--- src/rtl/draw_pkg.sv ---
// Shared types for the drawing engine line walkers.
package draw_pkg;

  localparam int CORDW_DEF = 10;

  typedef enum logic [2:0] {
    ST_IDLE,
    ST_INIT_0,
    ST_INIT_1,
    ST_DRAW,
    ST_DONE
  } line_state_t;

  // Widths follow CORDW: coordinate, |delta| (one extra bit),
  // error term (two extra bits), doubled error (three extra bits).
  typedef logic signed [CORDW_DEF-1:0] coord_t;
  typedef logic signed [CORDW_DEF:0]   delta_t;
  typedef logic signed [CORDW_DEF+1:0] err_t;
  typedef logic signed [CORDW_DEF+2:0] err2_t;

endpackage

--- src/rtl/draw_line_clip_if.sv ---
// Command / pixel stream bundle between the draw-command decoder,
// the line walker and the framebuffer write arbiter.
interface draw_line_clip_if #(parameter int CORDW = draw_pkg::CORDW_DEF);

  logic                    start_i;
  logic                    abort_i;
  logic signed [CORDW-1:0] x0_i;
  logic signed [CORDW-1:0] y0_i;
  logic signed [CORDW-1:0] x1_i;
  logic signed [CORDW-1:0] y1_i;
  logic signed [CORDW-1:0] clip_xmin_i;
  logic signed [CORDW-1:0] clip_ymin_i;
  logic signed [CORDW-1:0] clip_xmax_i;
  logic signed [CORDW-1:0] clip_ymax_i;
  logic                    pix_ready_i;
  logic signed [CORDW-1:0] x_o;
  logic signed [CORDW-1:0] y_o;
  logic                    pix_valid_o;
  logic                    pix_last_o;
  logic                    busy_o;
  logic                    done_o;

  modport master (
    output start_i, abort_i, x0_i, y0_i, x1_i, y1_i,
           clip_xmin_i, clip_ymin_i, clip_xmax_i, clip_ymax_i, pix_ready_i,
    input  x_o, y_o, pix_valid_o, pix_last_o, busy_o, done_o
  );

  modport slave (
    input  start_i, abort_i, x0_i, y0_i, x1_i, y1_i,
           clip_xmin_i, clip_ymin_i, clip_xmax_i, clip_ymax_i, pix_ready_i,
    output x_o, y_o, pix_valid_o, pix_last_o, busy_o, done_o
  );

endinterface

--- src/rtl/line_step.sv ---
// One Bresenham step: given the current point and error term, produce
// the next point and error. Purely combinational so other walkers
// (e.g. the triangle filler) can reuse it.
module line_step #(
  parameter int CORDW = draw_pkg::CORDW_DEF
) (
  input  logic signed [CORDW+1:0] err_i,
  input  logic signed [CORDW:0]   dx_i,
  input  logic signed [CORDW:0]   dy_i,
  input  logic                    sx_neg_i,  // 1: x steps by -1
  input  logic                    sy_neg_i,  // 1: y steps by -1
  input  logic signed [CORDW-1:0] x_i,
  input  logic signed [CORDW-1:0] y_i,
  output logic signed [CORDW-1:0] x_o,
  output logic signed [CORDW-1:0] y_o,
  output logic signed [CORDW+1:0] err_o
);

  logic signed [CORDW+2:0] e2;
  logic signed [CORDW+2:0] dx_w;
  logic signed [CORDW+2:0] dy_w;
  logic signed [CORDW+1:0] dx_e;
  logic signed [CORDW+1:0] dy_e;
  logic                    movx;
  logic                    movy;

  // Decide which axes move and apply the step and error update.
  always_comb begin
    e2   = {err_i, 1'b0};
    dx_w = {{2{dx_i[CORDW]}}, dx_i};
    dy_w = {{2{dy_i[CORDW]}}, dy_i};
    dx_e = {dx_i[CORDW], dx_i};
    dy_e = {dy_i[CORDW], dy_i};
    movx = (e2 >= dy_w);
    movy = (e2 <= dx_w);

    x_o   = x_i;
    y_o   = y_i;
    err_o = err_i;
    if (movx) begin
      x_o   = sx_neg_i ? (x_i - CORDW'(1)) : (x_i + CORDW'(1));
      err_o = err_o + dy_e;
    end
    if (movy) begin
      y_o   = sy_neg_i ? (y_i - CORDW'(1)) : (y_i + CORDW'(1));
      err_o = err_o + dx_e;
    end
  end

endmodule

--- src/rtl/draw_line_clip.sv ---
// Bresenham line walker with inclusive clip window and valid/ready
// pixel output. One pixel retires per cycle; clipped pixels retire
// without a handshake.
//
// state   | meaning
// --------+---------------------------------------------------------
// IDLE    | waiting for start_i; endpoints and window latched on start
// INIT_0  | compute |dx|, -|dy| and step directions
// INIT_1  | seed error term, load first pixel
// DRAW    | present / retire one pixel per cycle
// DONE    | one-cycle done_o pulse, busy_o low
module draw_line_clip
  import draw_pkg::*;
#(
  parameter int CORDW = CORDW_DEF
) (
  input  logic              clk,
  input  logic              reset_i,
  draw_line_clip_if.slave   bus
);

  line_state_t state_q, state_d;

  logic signed [CORDW-1:0] x0_q, x0_d, y0_q, y0_d;
  logic signed [CORDW-1:0] x1_q, x1_d, y1_q, y1_d;
  logic signed [CORDW-1:0] xmin_q, xmin_d, ymin_q, ymin_d;
  logic signed [CORDW-1:0] xmax_q, xmax_d, ymax_q, ymax_d;
  logic signed [CORDW:0]   dx_q, dx_d, dy_q, dy_d;
  logic                    sx_neg_q, sx_neg_d, sy_neg_q, sy_neg_d;
  logic signed [CORDW+1:0] err_q, err_d;
  logic signed [CORDW-1:0] x_q, x_d, y_q, y_d;

  logic signed [CORDW:0]   diff_x;
  logic signed [CORDW:0]   diff_y;
  logic signed [CORDW-1:0] step_x;
  logic signed [CORDW-1:0] step_y;
  logic signed [CORDW+1:0] step_err;
  logic                    in_win;
  logic                    at_end;
  logic                    drawing;
  logic                    pix_valid;
  logic                    retire;

  line_step #(.CORDW(CORDW)) u_step (
    .err_i    (err_q),
    .dx_i     (dx_q),
    .dy_i     (dy_q),
    .sx_neg_i (sx_neg_q),
    .sy_neg_i (sy_neg_q),
    .x_i      (x_q),
    .y_i      (y_q),
    .x_o      (step_x),
    .y_o      (step_y),
    .err_o    (step_err)
  );

  // Clip compare, endpoint detect and retire condition for the current pixel.
  always_comb begin
    diff_x    = {x1_q[CORDW-1], x1_q} - {x0_q[CORDW-1], x0_q};
    diff_y    = {y1_q[CORDW-1], y1_q} - {y0_q[CORDW-1], y0_q};
    in_win    = (x_q >= xmin_q) && (x_q <= xmax_q) &&
                (y_q >= ymin_q) && (y_q <= ymax_q);
    at_end    = (x_q == x1_q) && (y_q == y1_q);
    drawing   = (state_q == ST_DRAW);
    pix_valid = drawing && in_win;
    // Out-of-window pixels never wait on the consumer.
    retire    = pix_valid ? bus.pix_ready_i : drawing;
  end

  // Next-state and datapath update for the line FSM.
  always_comb begin
    state_d  = state_q;
    x0_d     = x0_q;
    y0_d     = y0_q;
    x1_d     = x1_q;
    y1_d     = y1_q;
    xmin_d   = xmin_q;
    ymin_d   = ymin_q;
    xmax_d   = xmax_q;
    ymax_d   = ymax_q;
    dx_d     = dx_q;
    dy_d     = dy_q;
    sx_neg_d = sx_neg_q;
    sy_neg_d = sy_neg_q;
    err_d    = err_q;
    x_d      = x_q;
    y_d      = y_q;

    case (state_q)
      ST_IDLE: begin
        if (bus.start_i) begin
          x0_d    = bus.x0_i;
          y0_d    = bus.y0_i;
          x1_d    = bus.x1_i;
          y1_d    = bus.y1_i;
          xmin_d  = bus.clip_xmin_i;
          ymin_d  = bus.clip_ymin_i;
          xmax_d  = bus.clip_xmax_i;
          ymax_d  = bus.clip_ymax_i;
          state_d = ST_INIT_0;
        end
      end
      ST_INIT_0: begin
        dx_d     = diff_x[CORDW] ? -diff_x : diff_x;
        dy_d     = diff_y[CORDW] ? diff_y : -diff_y;
        sx_neg_d = !(x0_q < x1_q);
        sy_neg_d = !(y0_q < y1_q);
        state_d  = bus.abort_i ? ST_DONE : ST_INIT_1;
      end
      ST_INIT_1: begin
        err_d   = {dx_q[CORDW], dx_q} + {dy_q[CORDW], dy_q};
        x_d     = x0_q;
        y_d     = y0_q;
        state_d = bus.abort_i ? ST_DONE : ST_DRAW;
      end
      ST_DRAW: begin
        if (retire) begin
          if (at_end) begin
            state_d = ST_DONE;
          end else begin
            x_d   = step_x;
            y_d   = step_y;
            err_d = step_err;
          end
        end
        if (bus.abort_i) state_d = ST_DONE;
      end
      ST_DONE: state_d = ST_IDLE;
      default: state_d = ST_IDLE;
    endcase
  end

  // State and datapath registers.
  always_ff @(posedge clk or posedge reset_i) begin
    if (reset_i) begin
      state_q  <= ST_IDLE;
      x0_q     <= '0;
      y0_q     <= '0;
      x1_q     <= '0;
      y1_q     <= '0;
      xmin_q   <= '0;
      ymin_q   <= '0;
      xmax_q   <= '0;
      ymax_q   <= '0;
      dx_q     <= '0;
      dy_q     <= '0;
      sx_neg_q <= 1'b0;
      sy_neg_q <= 1'b0;
      err_q    <= '0;
      x_q      <= '0;
      y_q      <= '0;
    end else begin
      state_q  <= state_d;
      x0_q     <= x0_d;
      y0_q     <= y0_d;
      x1_q     <= x1_d;
      y1_q     <= y1_d;
      xmin_q   <= xmin_d;
      ymin_q   <= ymin_d;
      xmax_q   <= xmax_d;
      ymax_q   <= ymax_d;
      dx_q     <= dx_d;
      dy_q     <= dy_d;
      sx_neg_q <= sx_neg_d;
      sy_neg_q <= sy_neg_d;
      err_q    <= err_d;
      x_q      <= x_d;
      y_q      <= y_d;
    end
  end

  assign bus.x_o         = x_q;
  assign bus.y_o         = y_q;
  assign bus.pix_valid_o = pix_valid;
  assign bus.pix_last_o  = pix_valid && at_end;
  assign bus.busy_o      = (state_q != ST_IDLE) && (state_q != ST_DONE);
  assign bus.done_o      = (state_q == ST_DONE);

endmodule
--- src/flat_wrapper.sv ---
// flat-port wrapper written by rule: the top's interface ports become plain ports
module draw_line_clip_flat import draw_pkg::*;
#(
  parameter int CORDW = CORDW_DEF
)
  (clk, reset_i, bus_start_i, bus_abort_i, bus_x0_i, bus_y0_i, bus_x1_i, bus_y1_i, bus_clip_xmin_i, bus_clip_ymin_i, bus_clip_xmax_i, bus_clip_ymax_i, bus_pix_ready_i, bus_x_o, bus_y_o, bus_pix_valid_o, bus_pix_last_o, bus_busy_o, bus_done_o);
  draw_line_clip_if #(.CORDW(CORDW)) bus_i ();
  input  logic clk;
  input  logic reset_i;
  input wire logic [$bits(bus_i.start_i)-1:0] bus_start_i;
  input wire logic [$bits(bus_i.abort_i)-1:0] bus_abort_i;
  input wire logic [$bits(bus_i.x0_i)-1:0] bus_x0_i;
  input wire logic [$bits(bus_i.y0_i)-1:0] bus_y0_i;
  input wire logic [$bits(bus_i.x1_i)-1:0] bus_x1_i;
  input wire logic [$bits(bus_i.y1_i)-1:0] bus_y1_i;
  input wire logic [$bits(bus_i.clip_xmin_i)-1:0] bus_clip_xmin_i;
  input wire logic [$bits(bus_i.clip_ymin_i)-1:0] bus_clip_ymin_i;
  input wire logic [$bits(bus_i.clip_xmax_i)-1:0] bus_clip_xmax_i;
  input wire logic [$bits(bus_i.clip_ymax_i)-1:0] bus_clip_ymax_i;
  input wire logic [$bits(bus_i.pix_ready_i)-1:0] bus_pix_ready_i;
  output wire logic [$bits(bus_i.x_o)-1:0] bus_x_o;
  output wire logic [$bits(bus_i.y_o)-1:0] bus_y_o;
  output wire logic [$bits(bus_i.pix_valid_o)-1:0] bus_pix_valid_o;
  output wire logic [$bits(bus_i.pix_last_o)-1:0] bus_pix_last_o;
  output wire logic [$bits(bus_i.busy_o)-1:0] bus_busy_o;
  output wire logic [$bits(bus_i.done_o)-1:0] bus_done_o;
  assign bus_i.start_i = bus_start_i;
  assign bus_i.abort_i = bus_abort_i;
  assign bus_i.x0_i = bus_x0_i;
  assign bus_i.y0_i = bus_y0_i;
  assign bus_i.x1_i = bus_x1_i;
  assign bus_i.y1_i = bus_y1_i;
  assign bus_i.clip_xmin_i = bus_clip_xmin_i;
  assign bus_i.clip_ymin_i = bus_clip_ymin_i;
  assign bus_i.clip_xmax_i = bus_clip_xmax_i;
  assign bus_i.clip_ymax_i = bus_clip_ymax_i;
  assign bus_i.pix_ready_i = bus_pix_ready_i;
  assign bus_x_o = bus_i.x_o;
  assign bus_y_o = bus_i.y_o;
  assign bus_pix_valid_o = bus_i.pix_valid_o;
  assign bus_pix_last_o = bus_i.pix_last_o;
  assign bus_busy_o = bus_i.busy_o;
  assign bus_done_o = bus_i.done_o;
  draw_line_clip #(.CORDW(CORDW)) u_core (.clk(clk), .reset_i(reset_i), .bus(bus_i));
endmodule
--- config.mk ---
export PLATFORM = sky130hd
export DESIGN_NAME = draw_line_clip_flat
export DESIGN_NICKNAME = d
export VERILOG_FILES = /design/src/rtl/draw_pkg.sv /design/src/rtl/draw_line_clip_if.sv /design/src/rtl/line_step.sv /design/src/rtl/draw_line_clip.sv /design/src/flat_wrapper.sv
export SDC_FILE = /design/constraint.sdc
export NUM_CORES = 1
export LEC_CHECK = 0
export ABC_CLOCK_PERIOD_IN_PS = 6670
export CORE_ASPECT_RATIO = 0.5
export CORE_MARGIN = 5
export CORE_UTILIZATION = 36
export DETAILED_ROUTE_END_ITERATION = 6
export PLACE_DENSITY_LB_ADDON = 0.15
export SETUP_SLACK_MARGIN = 0.2
export SLEW_MARGIN = 10
export SYNTH_ARGS = -nofsm -noshare
export SYNTH_HDL_FRONTEND = slang
export SYNTH_SLANG_ARGS = --single-unit
--- constraint.sdc ---
create_clock -name clk -period 6.67 [get_ports clk]
set_input_delay 1.334 -clock clk [delete_from_list [all_inputs] [get_ports clk]]
set_output_delay 1.334 -clock clk [all_outputs]
set_load 0.02 [all_outputs]
==> report_table.html, run 1 <==
<table>
<tr><th>Metric</th><th>Value</th></tr>
<tr><th colspan="2">Worst setup path</th></tr>
<tr><td>CP top delay family</td><td>simple AND/OR/NAND/NOR gates</td></tr>
<tr><td>Slowest cell on the critical path</td><td>clkdlybuf4s50_1</td></tr>
<tr><td>FF-to-FF End</td><td>u_core.err_q[10]$_DFFE_PP0P_</td></tr>
<tr><td>Register-to-register setup slack</td><td>2.32 ns</td></tr>
<tr><td>Category of the most critical setup path</td><td>reg2out</td></tr>
<tr><td>Critical path depth</td><td>7</td></tr>
<tr><td>Crit path capture type</td><td>output port</td></tr>
<tr><td>Data required time of the critical path</td><td>5.34 ns</td></tr>
<tr><td>Launching element type of the critical path</td><td>register</td></tr>
<tr><td>CP Data Arrival Time</td><td>3.62 ns</td></tr>
<tr><td>Worst R2R Path Depth</td><td>17</td></tr>
<tr><td>Worst Path Buf+Inv</td><td>1</td></tr>
<tr><td>Worst-path fanout max</td><td>6</td></tr>
<tr><td>Crit-path cells</td><td>ha_1, nand4_1, or3_1, o221a_1, or4_4, nor3_1, clkdlybuf4s50_1</td></tr>
<tr><td>Worst reg2reg path startpoint</td><td>u_core.dy_q[10]$_DFFE_PP0N_</td></tr>
<tr><td>Critical path's largest stage delay</td><td>0.67 ns</td></tr>
<tr><th colspan="2">Finish</th></tr>
<tr><td>Multi-input gate area</td><td>6950 sq um</td></tr>
<tr><td>Commonest cells after routing, fill and taps aside</td><td>dfrtp_1 (139), ha_1 (138), nand2_1 (134)</td></tr>
<tr><td>Fillers</td><td>2,993</td></tr>
<tr><td>Number of nets in the layout</td><td>1,588</td></tr>
<tr><td>Final Util</td><td>43.5%</td></tr>
<tr><td>Flip-flop and latch area</td><td>3480 sq um</td></tr>
<tr><td>Most common cell after layout, fill and taps aside</td><td>dfrtp_1</td></tr>
<tr><td>Fraction of layout cells with a size suffix above 1</td><td>7.73%</td></tr>
<tr><td>Antenna cell count</td><td>0</td></tr>
<tr><td>Layout overhead on the synthesized area</td><td>19.3%</td></tr>
<tr><th colspan="2">Timing</th></tr>
<tr><td>Share of the clock period used by the worst path after layout</td><td>74.2%</td></tr>
<tr><td>Highest attainable clock frequency</td><td>202 MHz</td></tr>
<tr><td>Final Max Tran Viols</td><td>0</td></tr>
<tr><td>Setup repair after global routing missed its margin</td><td>false</td></tr>
<tr><td>Crit path time final</td><td>4.95 ns</td></tr>
<tr><td>Relative slew slack</td><td>33.6%</td></tr>
<tr><td>Final TNS setup</td><td>0 ns</td></tr>
<tr><td>Clock Skews</td><td>0.0138 ns</td></tr>
<tr><td>Slew at the pin closest to its max-slew limit</td><td>0.989 ns</td></tr>
<tr><td>Setup violation total in the final timing report</td><td>0</td></tr>
<tr><td>Total count of hold-check failures in the final report</td><td>0</td></tr>
<tr><td>Fin worst setup slack</td><td>1.72 ns</td></tr>
<tr><th colspan="2">Route</th></tr>
<tr><td>Average wire per standard cell</td><td>17.3 microns</td></tr>
<tr><td>Per-cell via count in the routed design</td><td>5.24</td></tr>
<tr><td>Antenna-violating nets left</td><td>0</td></tr>
<tr><td>Overall via count from detail_route</td><td>9,279</td></tr>
<tr><td>Final routed DRC violation total</td><td>0</td></tr>
<tr><td>Total length of routed wires</td><td>30,700 microns</td></tr>
<tr><td>First DRT Iteration DRCs</td><td>717</td></tr>
<tr><td>Length of the first detailed-routing pass in iterations</td><td>5</td></tr>
<tr><th colspan="2">Worst hold path</th></tr>
<tr><td>Hold crit path type</td><td>reg2reg</td></tr>
<tr><td>Hold Crit Start</td><td>u_core.ymin_q[0]$_DFFE_PP0P_</td></tr>
<tr><td>Hold endpoint</td><td>u_core.ymin_q[0]$_DFFE_PP0P_</td></tr>
<tr><td>Cell depth of the worst min-delay path</td><td>1</td></tr>
<tr><th colspan="2">Synth</th></tr>
<tr><td>Number of different library cells in the post-synthesis netlist</td><td>72</td></tr>
<tr><td>Combined area of all synthesized cells</td><td>11,000 sq um</td></tr>
<tr><td>Synth Flop Type</td><td>dfrtp_1</td></tr>
<tr><td>Sequential-to-total area share from yosys stat</td><td>31.5%</td></tr>
<tr><td>EDFF count, synth</td><td>0</td></tr>
<tr><td>Post-synthesis sequential element count</td><td>139</td></tr>
<tr><td>Warnings from Yosys</td><td>0</td></tr>
<tr><td>Post-synthesis async set-or-reset flop share</td><td>100%</td></tr>
<tr><td>Number of instances in the synthesized netlist</td><td>1,260</td></tr>
<tr><td>Syn Area/Cell</td><td>8.77 sq um</td></tr>
<tr><td>Total nets after synthesis</td><td>1,490</td></tr>
<tr><th colspan="2">Global routing</th></tr>
<tr><td>Global-route wire length before repair</td><td>50,300 microns</td></tr>
<tr><td>Largest net degree at the start of global routing</td><td>138</td></tr>
<tr><td>Overall routing resource usage</td><td>18.1%</td></tr>
<tr><td>Initial antenna violation count</td><td>0</td></tr>
<tr><td>Number of global-route vias before repair</td><td>9,317</td></tr>
<tr><td>Leftover overflow at the end of global routing</td><td>0</td></tr>
<tr><th colspan="2">Floorplanning</th></tr>
<tr><td>Std-Cell Rows</td><td>45</td></tr>
<tr><td>Die Area</td><td>34,500 sq um</td></tr>
<tr><td>Floorplan die height</td><td>134 microns</td></tr>
<tr><td>Initial Util</td><td>36.5%</td></tr>
<tr><td>Width of the chip</td><td>258 microns</td></tr>
<tr><td>Ports placed on the boundary</td><td>109</td></tr>
<tr><td>Core Region</td><td>30,300 sq um</td></tr>
<tr><th colspan="2">Clock network</th></tr>
<tr><td>CTS tree</td><td>done</td></tr>
<tr><td>Bufs on Longest Clock Path</td><td>2</td></tr>
<tr><td>Total clock buffers created by CTS</td><td>17</td></tr>
<tr><td>Buffer cell driving the clock tree root</td><td>clkbuf_16</td></tr>
<tr><td>Count of hold-fix buffers inserted at cts</td><td>0</td></tr>
<tr><td>Clock network latency to the later pin of the worst-skew pair</td><td>0.43 ns</td></tr>
<tr><td>H-tree levels</td><td>4</td></tr>
<tr><td>Post CTS Setup Buffer Count</td><td>0</td></tr>
<tr><td>Post-cts sizing count</td><td>0</td></tr>
<tr><td>Clock edge transition at the registers on the reported setup and hold paths</td><td>0.06 ns</td></tr>
<tr><td>Clock sink count</td><td>139</td></tr>
<tr><th colspan="2">Placed design</th></tr>
<tr><td>Worst slack at placement</td><td>2.15 ns</td></tr>
<tr><td>Half-perimeter wire length of the detailed placement result</td><td>23,900 microns</td></tr>
<tr><td>Total of buffers placed on input and output ports</td><td>108</td></tr>
<tr><td>Final GP Congestion</td><td>0.926</td></tr>
<tr><th colspan="2">Outcome</th></tr>
<tr><td>Status</td><td>finished clean</td></tr>
<tr><th colspan="2">Flow run</th></tr>
<tr><td>Reported max-cap violation count</td><td>0</td></tr>
</table>
[metrics by stage]
stage,hold slack (ns),instance area (sq um),cells
after floorplan,0.485,11000,1260
after global placement,0.507,12500,1738
after detailed placement,0.521,12500,1738
after CTS,0.534,13200,1770
after global routing,0.550,13200,1770
final,0.522,13200,1770
[cells in the mapped netlist, types with 16 or more instances]
| cell type | n | area, sq um |
|---|---|---|
| clkbuf_1 | 30 | 113 |
| xor2_1 | 34 | 298 |
| a21o_1 | 20 | 150 |
| mux2_2 | 47 | 529 |
| nand3_1 | 16 | 80.1 |
| nor2_1 | 75 | 282 |
| a21oi_1 | 63 | 315 |
| ha_1 | 138 | 1730 |
| xnor2_1 | 48 | 420 |
| o21ai_0 | 132 | 661 |
| nand2_1 | 134 | 503 |
| inv_1 | 125 | 469 |
| nor3_1 | 25 | 125 |
| dfrtp_1 | 139 | 3480 |
[cells by family after synthesis]
| kind of cell | after synthesis | synth area share, % |
|---|---|---|
| AO/OA/AOI/OAI | 342 | 19.6 |
| AND/OR/NAND/NOR | 330 | 13.8 |
| buffers and inverters | 161 | 5.69 |
| adder cells (fa/ha/maj) | 146 | 17.0 |
| flip-flops | 139 | 31.5 |
| XOR/XNOR | 82 | 6.50 |
| multiplexers | 60 | 5.99 |
[layer usage]
metal  track usage [%]  part of all wire, %
met1              25.5                   51
met2              29.6                   45
met3              2.69                  2.4
met4              4.03                  1.5
met5                 0                    0
[flip-flops by register name, indices dropped and copies added (netlist names)]
register	count
u_core.dy_q	11
u_core.y0_q	10
u_core.sy_neg_q	1
u_core.bus.y_o	10
u_core.y1_q	10
u_core.x1_q	10
u_core.err_q	12
u_core.bus.x_o	10
u_core.dx_q	11
u_core.xmax_q	10
u_core.ymax_q	10
u_core.xmin_q	10
u_core.state_q	3
u_core.sx_neg_q	1
u_core.x0_q	10
u_core.ymin_q	10
[worst register-to-register path, stage by stage, from the launching register on]
cell and delay [ns]:
dfrtp_1 0.40, inv_1 0.14, ha_1 0.26, a21oi_1 0.14
o211ai_1 0.12, a2111oi_0 0.43, a21oi_2 0.17, mux2_2 0.32
ha_1 0.23, fa_1 0.42, a21o_1 0.19, a211oi_1 0.33
o21ai_0 0.22, a31o_2 0.28, a21oi_1 0.17, xnor2_1 0.13
a211oi_1 0.08, o31ai_1 0.23
[layout make-up]
type | instances | share of cell area, %
clock buffer | 18 | 3.33
multi-input combinational | 960 | 52.7
tap | 399 | 3.79
timing repair buffer | 115 | 8.70
clock inverter | 14 | 1.46
inverter | 125 | 3.60
sequential | 139 | 26.4
[worst max-delay path by stage]
| stage | start | to | slack (ns) |
|---|---|---|---|
| 2_1_floorplan | reset_i | u_core.bus.x_o[0]$_DFFE_PP0P_ | 1.61 |
| 3_3_place_gp | u_core.bus.x_o[9]$_DFFE_PP0P_ | bus_pix_valid_o | 2.18 |
| 3_5_place_dp | u_core.bus.x_o[9]$_DFFE_PP0P_ | bus_pix_valid_o | 2.15 |
| 4_1_cts | u_core.bus.x_o[9]$_DFFE_PP0P_ | bus_pix_valid_o | 1.68 |
| 5_1_grt | u_core.bus.x_o[9]$_DFFE_PP0P_ | bus_pix_valid_o | 1.54 |
| 6_report | u_core.bus.x_o[9]$_DFFE_PP0P_ | bus_pix_valid_o | 1.72 |
Power of run 1 is not shown: default switching activity piles up to over one toggle a cycle in this logic, so the estimate is an artifact.
==> run 2: changes to the inputs <==
ABC_CLOCK_PERIOD_IN_PS = 4680   (was 6670)
clock period = 4.68 ns   (was 6.67 ns; I/O delays follow)
==> report_table.html, run 2 (synthesis results as in run 1) <==
<table>
<tr><th>Metric</th><th>Value</th></tr>
<tr><th colspan="2">Clock network</th></tr>
<tr><td>Clock sink count</td><td>139 (unchanged)</td></tr>
<tr><td>Buffer cell driving the clock tree root</td><td>clkbuf_16 (unchanged)</td></tr>
<tr><td>H-tree levels</td><td>4 (unchanged)</td></tr>
<tr><td>Post CTS Setup Buffer Count</td><td>0 (unchanged)</td></tr>
<tr><td>Clock network latency to the later pin of the worst-skew pair</td><td>0.44 ns (was 0.43 ns)</td></tr>
<tr><td>Bufs on Longest Clock Path</td><td>2 (unchanged)</td></tr>
<tr><td>Clock edge transition at the registers on the reported setup and hold paths</td><td>0.06 ns (about the same)</td></tr>
<tr><td>Total clock buffers created by CTS</td><td>17 (unchanged)</td></tr>
<tr><td>CTS tree</td><td>done (unchanged)</td></tr>
<tr><th colspan="2">Global routing</th></tr>
<tr><td>Leftover overflow at the end of global routing</td><td>0 (unchanged)</td></tr>
<tr><td>Number of global-route vias before repair</td><td>9,559 (was 9,317)</td></tr>
<tr><td>Overall routing resource usage</td><td>18.8% (was 18.1%)</td></tr>
<tr><td>Global-route wire length before repair</td><td>51,800 microns (was 50,300 microns)</td></tr>
<tr><td>Largest net degree at the start of global routing</td><td>140 (was 138)</td></tr>
<tr><td>Initial antenna violation count</td><td>0 (unchanged)</td></tr>
<tr><th colspan="2">Flow run</th></tr>
<tr><td>Reported max-cap violation count</td><td>0 (unchanged)</td></tr>
<tr><th colspan="2">Worst setup path</th></tr>
<tr><td>Critical path's largest stage delay</td><td>0.62 ns (was 0.67 ns)</td></tr>
<tr><td>Worst-path fanout max</td><td>6 (unchanged)</td></tr>
<tr><td>Data required time of the critical path</td><td>3.74 ns (was 5.34 ns)</td></tr>
<tr><td>Crit-path cells</td><td>ha_1, nand4_1, or3_1, o221a_1, nor2_1, nor4b_4, and3_1, clkdlybuf4s50_1 (was ha_1, nand4_1, or3_1, o221a_1, or4_4, nor3_1, clkdlybuf4s50_1)</td></tr>
<tr><td>Register-to-register setup slack</td><td>0.45 ns (was 2.32 ns)</td></tr>
<tr><td>CP top delay family</td><td>simple AND/OR/NAND/NOR gates (unchanged)</td></tr>
<tr><td>CP Data Arrival Time</td><td>3.32 ns (was 3.62 ns)</td></tr>
<tr><td>Launching element type of the critical path</td><td>register (unchanged)</td></tr>
<tr><td>Worst reg2reg path startpoint</td><td>u_core.dy_q[10]$_DFFE_PP0N_ (unchanged)</td></tr>
<tr><td>Worst Path Buf+Inv</td><td>1 (unchanged)</td></tr>
<tr><td>Worst R2R Path Depth</td><td>17 (unchanged)</td></tr>
<tr><td>Slowest cell on the critical path</td><td>clkdlybuf4s50_1 (unchanged)</td></tr>
<tr><td>FF-to-FF End</td><td>u_core.err_q[10]$_DFFE_PP0P_ (unchanged)</td></tr>
<tr><td>Crit path capture type</td><td>output port (unchanged)</td></tr>
<tr><td>Category of the most critical setup path</td><td>reg2out (unchanged)</td></tr>
<tr><th colspan="2">Finish</th></tr>
<tr><td>Flip-flop count of the largest register, all copies and words added</td><td>12 (unchanged)</td></tr>
<tr><td>Number of nets in the layout</td><td>1,598 (was 1,588)</td></tr>
<tr><td>Most flops, register</td><td>u_core.err_q (unchanged)</td></tr>
<tr><td>Largest registers</td><td>u_core.err_q (12), u_core.dx_q (11), u_core.dy_q (11) (unchanged)</td></tr>
<tr><td>Commonest cells after routing, fill and taps aside</td><td>ha_1 (138), dfrtp_1 (138), nand2_1 (134) (was dfrtp_1 (139), ha_1 (138), nand2_1 (134))</td></tr>
<tr><td>Fraction of layout cells with a size suffix above 1</td><td>8.48% (was 7.73%)</td></tr>
<tr><td>Layout overhead on the synthesized area</td><td>20.2% (was 19.3%)</td></tr>
<tr><td>Antenna cell count</td><td>0 (unchanged)</td></tr>
<tr><th colspan="2">Route</th></tr>
<tr><td>Per-cell via count in the routed design</td><td>5.28 (was 5.24)</td></tr>
<tr><td>Final routed DRC violation total</td><td>0 (unchanged)</td></tr>
<tr><td>Total length of routed wires</td><td>31,800 microns (was 30,700 microns)</td></tr>
<tr><td>First DRT Iteration DRCs</td><td>632 (was 717)</td></tr>
<tr><td>Antenna-violating nets left</td><td>0 (unchanged)</td></tr>
<tr><td>Average wire per standard cell</td><td>17.9 microns (was 17.3 microns)</td></tr>
<tr><td>Length of the first detailed-routing pass in iterations</td><td>5 (unchanged)</td></tr>
<tr><td>Overall via count from detail_route</td><td>9,390 (was 9,279)</td></tr>
<tr><th colspan="2">Timing</th></tr>
<tr><td>Share of the clock period used by the worst path after layout</td><td>91.0%</td></tr>
<tr><td>Relative slew slack</td><td>30.1% (was 33.6%)</td></tr>
<tr><td>Crit path time final</td><td>4.26 ns</td></tr>
<tr><td>Slew at the pin closest to its max-slew limit</td><td>1.03 ns (was 0.989 ns)</td></tr>
<tr><td>Total count of hold-check failures in the final report</td><td>0 (unchanged)</td></tr>
<tr><td>Final Max Tran Viols</td><td>0 (unchanged)</td></tr>
<tr><td>Highest attainable clock frequency</td><td>235 MHz</td></tr>
<tr><td>Setup violation total in the final timing report</td><td>0 (unchanged)</td></tr>
<tr><td>Clock Skews</td><td>0.0156 ns (was 0.0138 ns)</td></tr>
<tr><td>Final TNS setup</td><td>0 ns (unchanged)</td></tr>
<tr><td>Setup repair after global routing missed its margin</td><td>true (was false)</td></tr>
<tr><th colspan="2">Worst hold path</th></tr>
<tr><td>Hold endpoint</td><td>u_core.ymax_q[0]$_DFFE_PP0P_ (was u_core.ymin_q[0]$_DFFE_PP0P_)</td></tr>
<tr><td>Hold Crit Start</td><td>u_core.ymax_q[0]$_DFFE_PP0P_ (was u_core.ymin_q[0]$_DFFE_PP0P_)</td></tr>
<tr><td>Hold crit path type</td><td>reg2reg (unchanged)</td></tr>
<tr><td>Cell depth of the worst min-delay path</td><td>1 (unchanged)</td></tr>
<tr><th colspan="2">Floorplanning</th></tr>
<tr><td>Std-Cell Rows</td><td>45 (unchanged)</td></tr>
<tr><td>Initial Util</td><td>36.5% (unchanged)</td></tr>
<tr><td>Ports placed on the boundary</td><td>109 (unchanged)</td></tr>
<tr><td>Width of the chip</td><td>258 microns (unchanged)</td></tr>
<tr><td>Core Region</td><td>30,300 sq um (unchanged)</td></tr>
<tr><td>Floorplan die height</td><td>134 microns (unchanged)</td></tr>
<tr><td>Die Area</td><td>34,500 sq um (unchanged)</td></tr>
<tr><th colspan="2">Outcome</th></tr>
<tr><td>Status</td><td>finished clean (unchanged)</td></tr>
<tr><th colspan="2">Placed design</th></tr>
<tr><td>Final GP Congestion</td><td>0.884 (was 0.926)</td></tr>
<tr><td>Half-perimeter wire length of the detailed placement result</td><td>24,400 microns (was 23,900 microns)</td></tr>
<tr><td>Total of buffers placed on input and output ports</td><td>108 (unchanged)</td></tr>
</table>
==> run 2: timing repair <==
item                       in CTS  in global routing
hold buffers                    0                  0
setup endpoints to repair       2                  7
gates resized for setup         2                  9
==> run 2: area by class of cell <==
cell class | instances | area (sq um)
clock inverters | 9 | 138
fillers | 2972 | 17000
well taps | 399 | 499
inverters | 125 | 473
clock buffers | 21 | 460
repair buffers | 125 | 1240
multi-input cells | 960 | 6990
flip-flops and latches | 139 | 3480
==> run 2: worst reg2reg max path: stages, from the launching register on <==
cell      delay, ns
dfrtp_1        0.38
inv_1          0.11
ha_1           0.37
inv_1          0.06
o211ai_1       0.29
o22ai_1        0.17
a21oi_2        0.21
mux2_2         0.37
ha_1           0.24
fa_1           0.42
a21o_1         0.20
a211oi_2       0.26
o21ai_0        0.16
a31o_2         0.26
a21oi_1        0.17
xnor2_1        0.09
a211oi_1       0.25
o31ai_1        0.10
==> run 2: worst max path at each step <==
stage                                        startpoint                      endpoint  slack [ns]  cells after the start
after floorplan             u_core.dy_q[10]$_DFFE_PP0N_  u_core.err_q[10]$_DFFE_PP0P_        0.64                     17
after global placement      u_core.dy_q[10]$_DFFE_PP0N_  u_core.err_q[10]$_DFFE_PP0P_        0.43                     17
after detailed placement    u_core.dy_q[10]$_DFFE_PP0N_  u_core.err_q[10]$_DFFE_PP0P_        0.38                     17
after CTS                 u_core.bus.y_o[0]$_DFFE_PP0P_                bus_pix_last_o        0.30                      9
after global routing        u_core.dy_q[10]$_DFFE_PP0N_  u_core.err_q[10]$_DFFE_PP0P_        0.18                     17
final                     u_core.bus.x_o[7]$_DFFE_PP0P_                bus_pix_last_o        0.42                      8
==> run 2: per-layer routing <==
| metal | up-vias | global-route usage [%] | part of all wire, % |
|---|---|---|---|
| li1 | 4681 | - | - |
| met1 | 4569 | 26.3 | 50 |
| met2 | 115 | 31.1 | 47 |
| met3 | 25 | 2.77 | 2.4 |
| met4 | 0 | 3.94 | 0.97 |
| met5 | - | 0 | 0 |
==> run 2: per-stage QoR <==
step | instances | setup WS, ns | util (%) | area [sq um] | hold slack [ns]
after floorplan | 1260 | 0.639 | - | 11000 | 0.485
after global placement | 1748 | 0.428 | 41.7 | 12600 | 0.496
after detailed placement | 1748 | 0.376 | 41.7 | 12600 | 0.504
after CTS | 1778 | 0.298 | 43.7 | 13200 | 0.519
after global routing | 1778 | 0.176 | 43.8 | 13300 | 0.529
final | 1778 | 0.420 | 43.8 | 13300 | 0.512
Power of run 2 is left out for the same reason.
==> run 3: changes to the inputs <==
REMOVE_ABC_BUFFERS = 1   (was default)
SETUP_SLACK_MARGIN = default   (was 0.2)
==> report_table.html, run 3 (synthesis results as in run 1) <==
<table>
<tr><th>Metric</th><th>Value</th></tr>
<tr><th colspan="2">Route</th></tr>
<tr><td>Per-cell via count in the routed design</td><td>5.21 (was 5.28)</td></tr>
<tr><td>Length of the first detailed-routing pass in iterations</td><td>5 (unchanged)</td></tr>
<tr><td>Average wire per standard cell</td><td>17.8 microns (was 17.9 microns)</td></tr>
<tr><td>Antenna-violating nets left</td><td>0 (unchanged)</td></tr>
<tr><td>Final routed DRC violation total</td><td>0 (unchanged)</td></tr>
<tr><td>First DRT Iteration DRCs</td><td>580 (was 632)</td></tr>
<tr><td>Total length of routed wires</td><td>31,600 microns (was 31,800 microns)</td></tr>
<tr><td>Overall via count from detail_route</td><td>9,271 (was 9,390)</td></tr>
<tr><th colspan="2">Placed design</th></tr>
<tr><td>Placement Cell Area</td><td>12,600 sq um (about the same)</td></tr>
<tr><td>Total of buffers placed on input and output ports</td><td>108 (unchanged)</td></tr>
<tr><td>Half-perimeter wire length of the detailed placement result</td><td>24,500 microns (was 24,400 microns)</td></tr>
<tr><td>Final GP Congestion</td><td>0.851 (was 0.884)</td></tr>
<tr><th colspan="2">Clock network</th></tr>
<tr><td>Total clock buffers created by CTS</td><td>17 (unchanged)</td></tr>
<tr><td>Bufs on Longest Clock Path</td><td>2 (unchanged)</td></tr>
<tr><td>H-tree levels</td><td>4 (unchanged)</td></tr>
<tr><td>Buffer cell driving the clock tree root</td><td>clkbuf_16 (unchanged)</td></tr>
<tr><td>CTS tree</td><td>done (unchanged)</td></tr>
<tr><td>Clock network latency to the later pin of the worst-skew pair</td><td>0.44 ns (about the same)</td></tr>
<tr><td>Post CTS Setup Buffer Count</td><td>0 (unchanged)</td></tr>
<tr><td>Clock edge transition at the registers on the reported setup and hold paths</td><td>0.06 ns (about the same)</td></tr>
<tr><td>Clock sink count</td><td>139 (unchanged)</td></tr>
<tr><th colspan="2">Worst hold path</th></tr>
<tr><td>Hold crit path type</td><td>reg2reg (unchanged)</td></tr>
<tr><td>Hold Crit Start</td><td>u_core.ymin_q[0]$_DFFE_PP0P_ (was u_core.ymax_q[0]$_DFFE_PP0P_)</td></tr>
<tr><th colspan="2">Floorplanning</th></tr>
<tr><td>Ports placed on the boundary</td><td>109 (unchanged)</td></tr>
<tr><td>Die Area</td><td>34,500 sq um (unchanged)</td></tr>
<tr><td>Std-Cell Rows</td><td>45 (unchanged)</td></tr>
<tr><td>Core Region</td><td>30,300 sq um (unchanged)</td></tr>
<tr><td>Initial Util</td><td>36.5% (unchanged)</td></tr>
<tr><td>Width of the chip</td><td>258 microns (unchanged)</td></tr>
<tr><td>Floorplan die height</td><td>134 microns (unchanged)</td></tr>
<tr><th colspan="2">Timing</th></tr>
<tr><td>Setup repair after global routing missed its margin</td><td>true (unchanged)</td></tr>
<tr><td>Final Max Tran Viols</td><td>0 (unchanged)</td></tr>
<tr><td>Total count of hold-check failures in the final report</td><td>0 (unchanged)</td></tr>
<tr><td>Final TNS setup</td><td>0 ns (unchanged)</td></tr>
<tr><td>Slew at the pin closest to its max-slew limit</td><td>1.19 ns (was 1.03 ns)</td></tr>
<tr><td>Setup violation total in the final timing report</td><td>0 (unchanged)</td></tr>
<tr><td>Crit path time final</td><td>4.51 ns (was 4.26 ns)</td></tr>
<tr><td>Share of the clock period used by the worst path after layout</td><td>96.4% (was 91.0%)</td></tr>
<tr><td>Clock Skews</td><td>0.0101 ns (was 0.0156 ns)</td></tr>
<tr><td>Relative slew slack</td><td>19.7% (was 30.1%)</td></tr>
<tr><td>Highest attainable clock frequency</td><td>222 MHz (was 235 MHz)</td></tr>
<tr><th colspan="2">Worst setup path</th></tr>
<tr><td>Critical path launch point</td><td>u_core.bus.x_o[9]$_DFFE_PP0P_ (was u_core.bus.x_o[7]$_DFFE_PP0P_)</td></tr>
<tr><td>Worst-path fanout max</td><td>6 (unchanged)</td></tr>
<tr><td>CP Data Arrival Time</td><td>3.57 ns (was 3.32 ns)</td></tr>
<tr><td>Worst reg2reg path startpoint</td><td>u_core.dy_q[10]$_DFFE_PP0N_ (unchanged)</td></tr>
<tr><td>Register-to-register setup slack</td><td>0.24 ns (was 0.45 ns)</td></tr>
<tr><td>Category of the most critical setup path</td><td>reg2out (unchanged)</td></tr>
<tr><td>FF-to-FF End</td><td>u_core.err_q[10]$_DFFE_PP0P_ (unchanged)</td></tr>
<tr><td>Setup crit end</td><td>bus_pix_valid_o (was bus_pix_last_o)</td></tr>
<tr><td>Worst R2R Path Depth</td><td>17 (unchanged)</td></tr>
<tr><td>Crit path capture type</td><td>output port (unchanged)</td></tr>
<tr><td>Launching element type of the critical path</td><td>register (unchanged)</td></tr>
<tr><td>Data required time of the critical path</td><td>3.74 ns (about the same)</td></tr>
<tr><th colspan="2">Global routing</th></tr>
<tr><td>Largest net degree at the start of global routing</td><td>138 (was 140)</td></tr>
<tr><td>Global-route wire length before repair</td><td>50,400 microns (was 51,800 microns)</td></tr>
<tr><td>Initial antenna violation count</td><td>0 (unchanged)</td></tr>
<tr><td>Leftover overflow at the end of global routing</td><td>0 (unchanged)</td></tr>
<tr><td>Overall routing resource usage</td><td>18.3% (was 18.8%)</td></tr>
<tr><td>Number of global-route vias before repair</td><td>9,183 (was 9,559)</td></tr>
<tr><th colspan="2">Finish</th></tr>
<tr><td>Total non-filler cell area in the finished layout</td><td>13,300 sq um (about the same)</td></tr>
<tr><td>Largest registers</td><td>u_core.err_q (12), u_core.dx_q (11), u_core.dy_q (11) (unchanged)</td></tr>
<tr><td>Most common cell after layout, fill and taps aside</td><td>dfrtp_1</td></tr>
<tr><td>Number of nets in the layout</td><td>1,598 (unchanged)</td></tr>
<tr><td>Most flops, register</td><td>u_core.err_q (unchanged)</td></tr>
<tr><td>Layout overhead on the synthesized area</td><td>20.1% (was 20.2%)</td></tr>
<tr><td>Flip-flop count of the largest register, all copies and words added</td><td>12 (unchanged)</td></tr>
<tr><td>Fraction of layout cells with a size suffix above 1</td><td>8.19% (was 8.48%)</td></tr>
<tr><td>Commonest cells after routing, fill and taps aside</td><td>dfrtp_1 (139), ha_1 (138), nand2_1 (134) (was ha_1 (138), dfrtp_1 (138), nand2_1 (134))</td></tr>
<tr><td>Antenna cell count</td><td>0 (unchanged)</td></tr>
<tr><th colspan="2">Outcome</th></tr>
<tr><td>Status</td><td>finished clean (unchanged)</td></tr>
<tr><th colspan="2">Flow run</th></tr>
<tr><td>Reported max-cap violation count</td><td>0 (unchanged)</td></tr>
</table>
run 3: changes by cell type in the layout (fill, tap and decap cells not counted), sizes merged:
cell,delta
clkinvlp,+1
dlygate4sd2,-1
bufinv,+1
clkinv,-1
clkdlybuf4s50,+1
run 3: layout make-up:
cell class              instances  area [sq um]
clock buffers                  21           460
repair buffers                125          1230
well taps                     399           499
fillers                      3012         17000
multi-input cells             960          6960
flip-flops and latches        139          3480
inverters                     125           474
clock inverters                10           165
run 3: how the worst min path moves through the flow:
| stage | end | cells past startpoint | slack (ns) |
|---|---|---|---|
| 2_1_floorplan | u_core.xmax_q[0]$_DFFE_PP0P_ | 1 | 0.49 |
| 3_3_place_gp | u_core.ymax_q[0]$_DFFE_PP0P_ | 1 | 0.50 |
| 3_5_place_dp | u_core.ymin_q[0]$_DFFE_PP0P_ | 1 | 0.50 |
| 4_1_cts | u_core.ymin_q[0]$_DFFE_PP0P_ | 1 | 0.52 |
| 5_1_grt | u_core.ymin_q[0]$_DFFE_PP0P_ | 1 | 0.53 |
| 6_report | u_core.ymin_q[0]$_DFFE_PP0P_ | 1 | 0.51 |
run 3: worst max-delay path, cell delays in order, from the launching register on:
cell and delay (ns):
dfrtp_1 0.48, ha_1 0.36, nand4_1 0.13, or3_1 0.39, o221a_1 0.28, or4_4 0.57, nor3_2 0.27, clkdlybuf4s50_1 0.66
run 3: what timing repair did:
action                     4_1_cts  5_1_grt
hold buffers                     0        0
resized for setup                0        2
setup endpoints to repair        0        2
run 3: metrics by stage:
step	util (%)	setup WS, ns	instances	hold slack, ns
2_1_floorplan	-	-4.12	1224	0.485
3_3_place_gp	41.7	0.378	1748	0.498
3_5_place_dp	41.7	0.217	1748	0.503
4_1_cts	43.8	0.0301	1779	0.517
5_1_grt	43.8	-0.0106	1779	0.529
6_report	43.8	0.170	1779	0.511
run 3: metal layers:
metal,GRT usage (%),up-vias,routed length [microns]
met4,2.22,0,147
met2,30.2,131,14600
met5,0,-,0
met1,25.8,4450,15800
li1,-,4678,-
met3,3.56,12,1060
Power of run 3 is left out for the same reason.
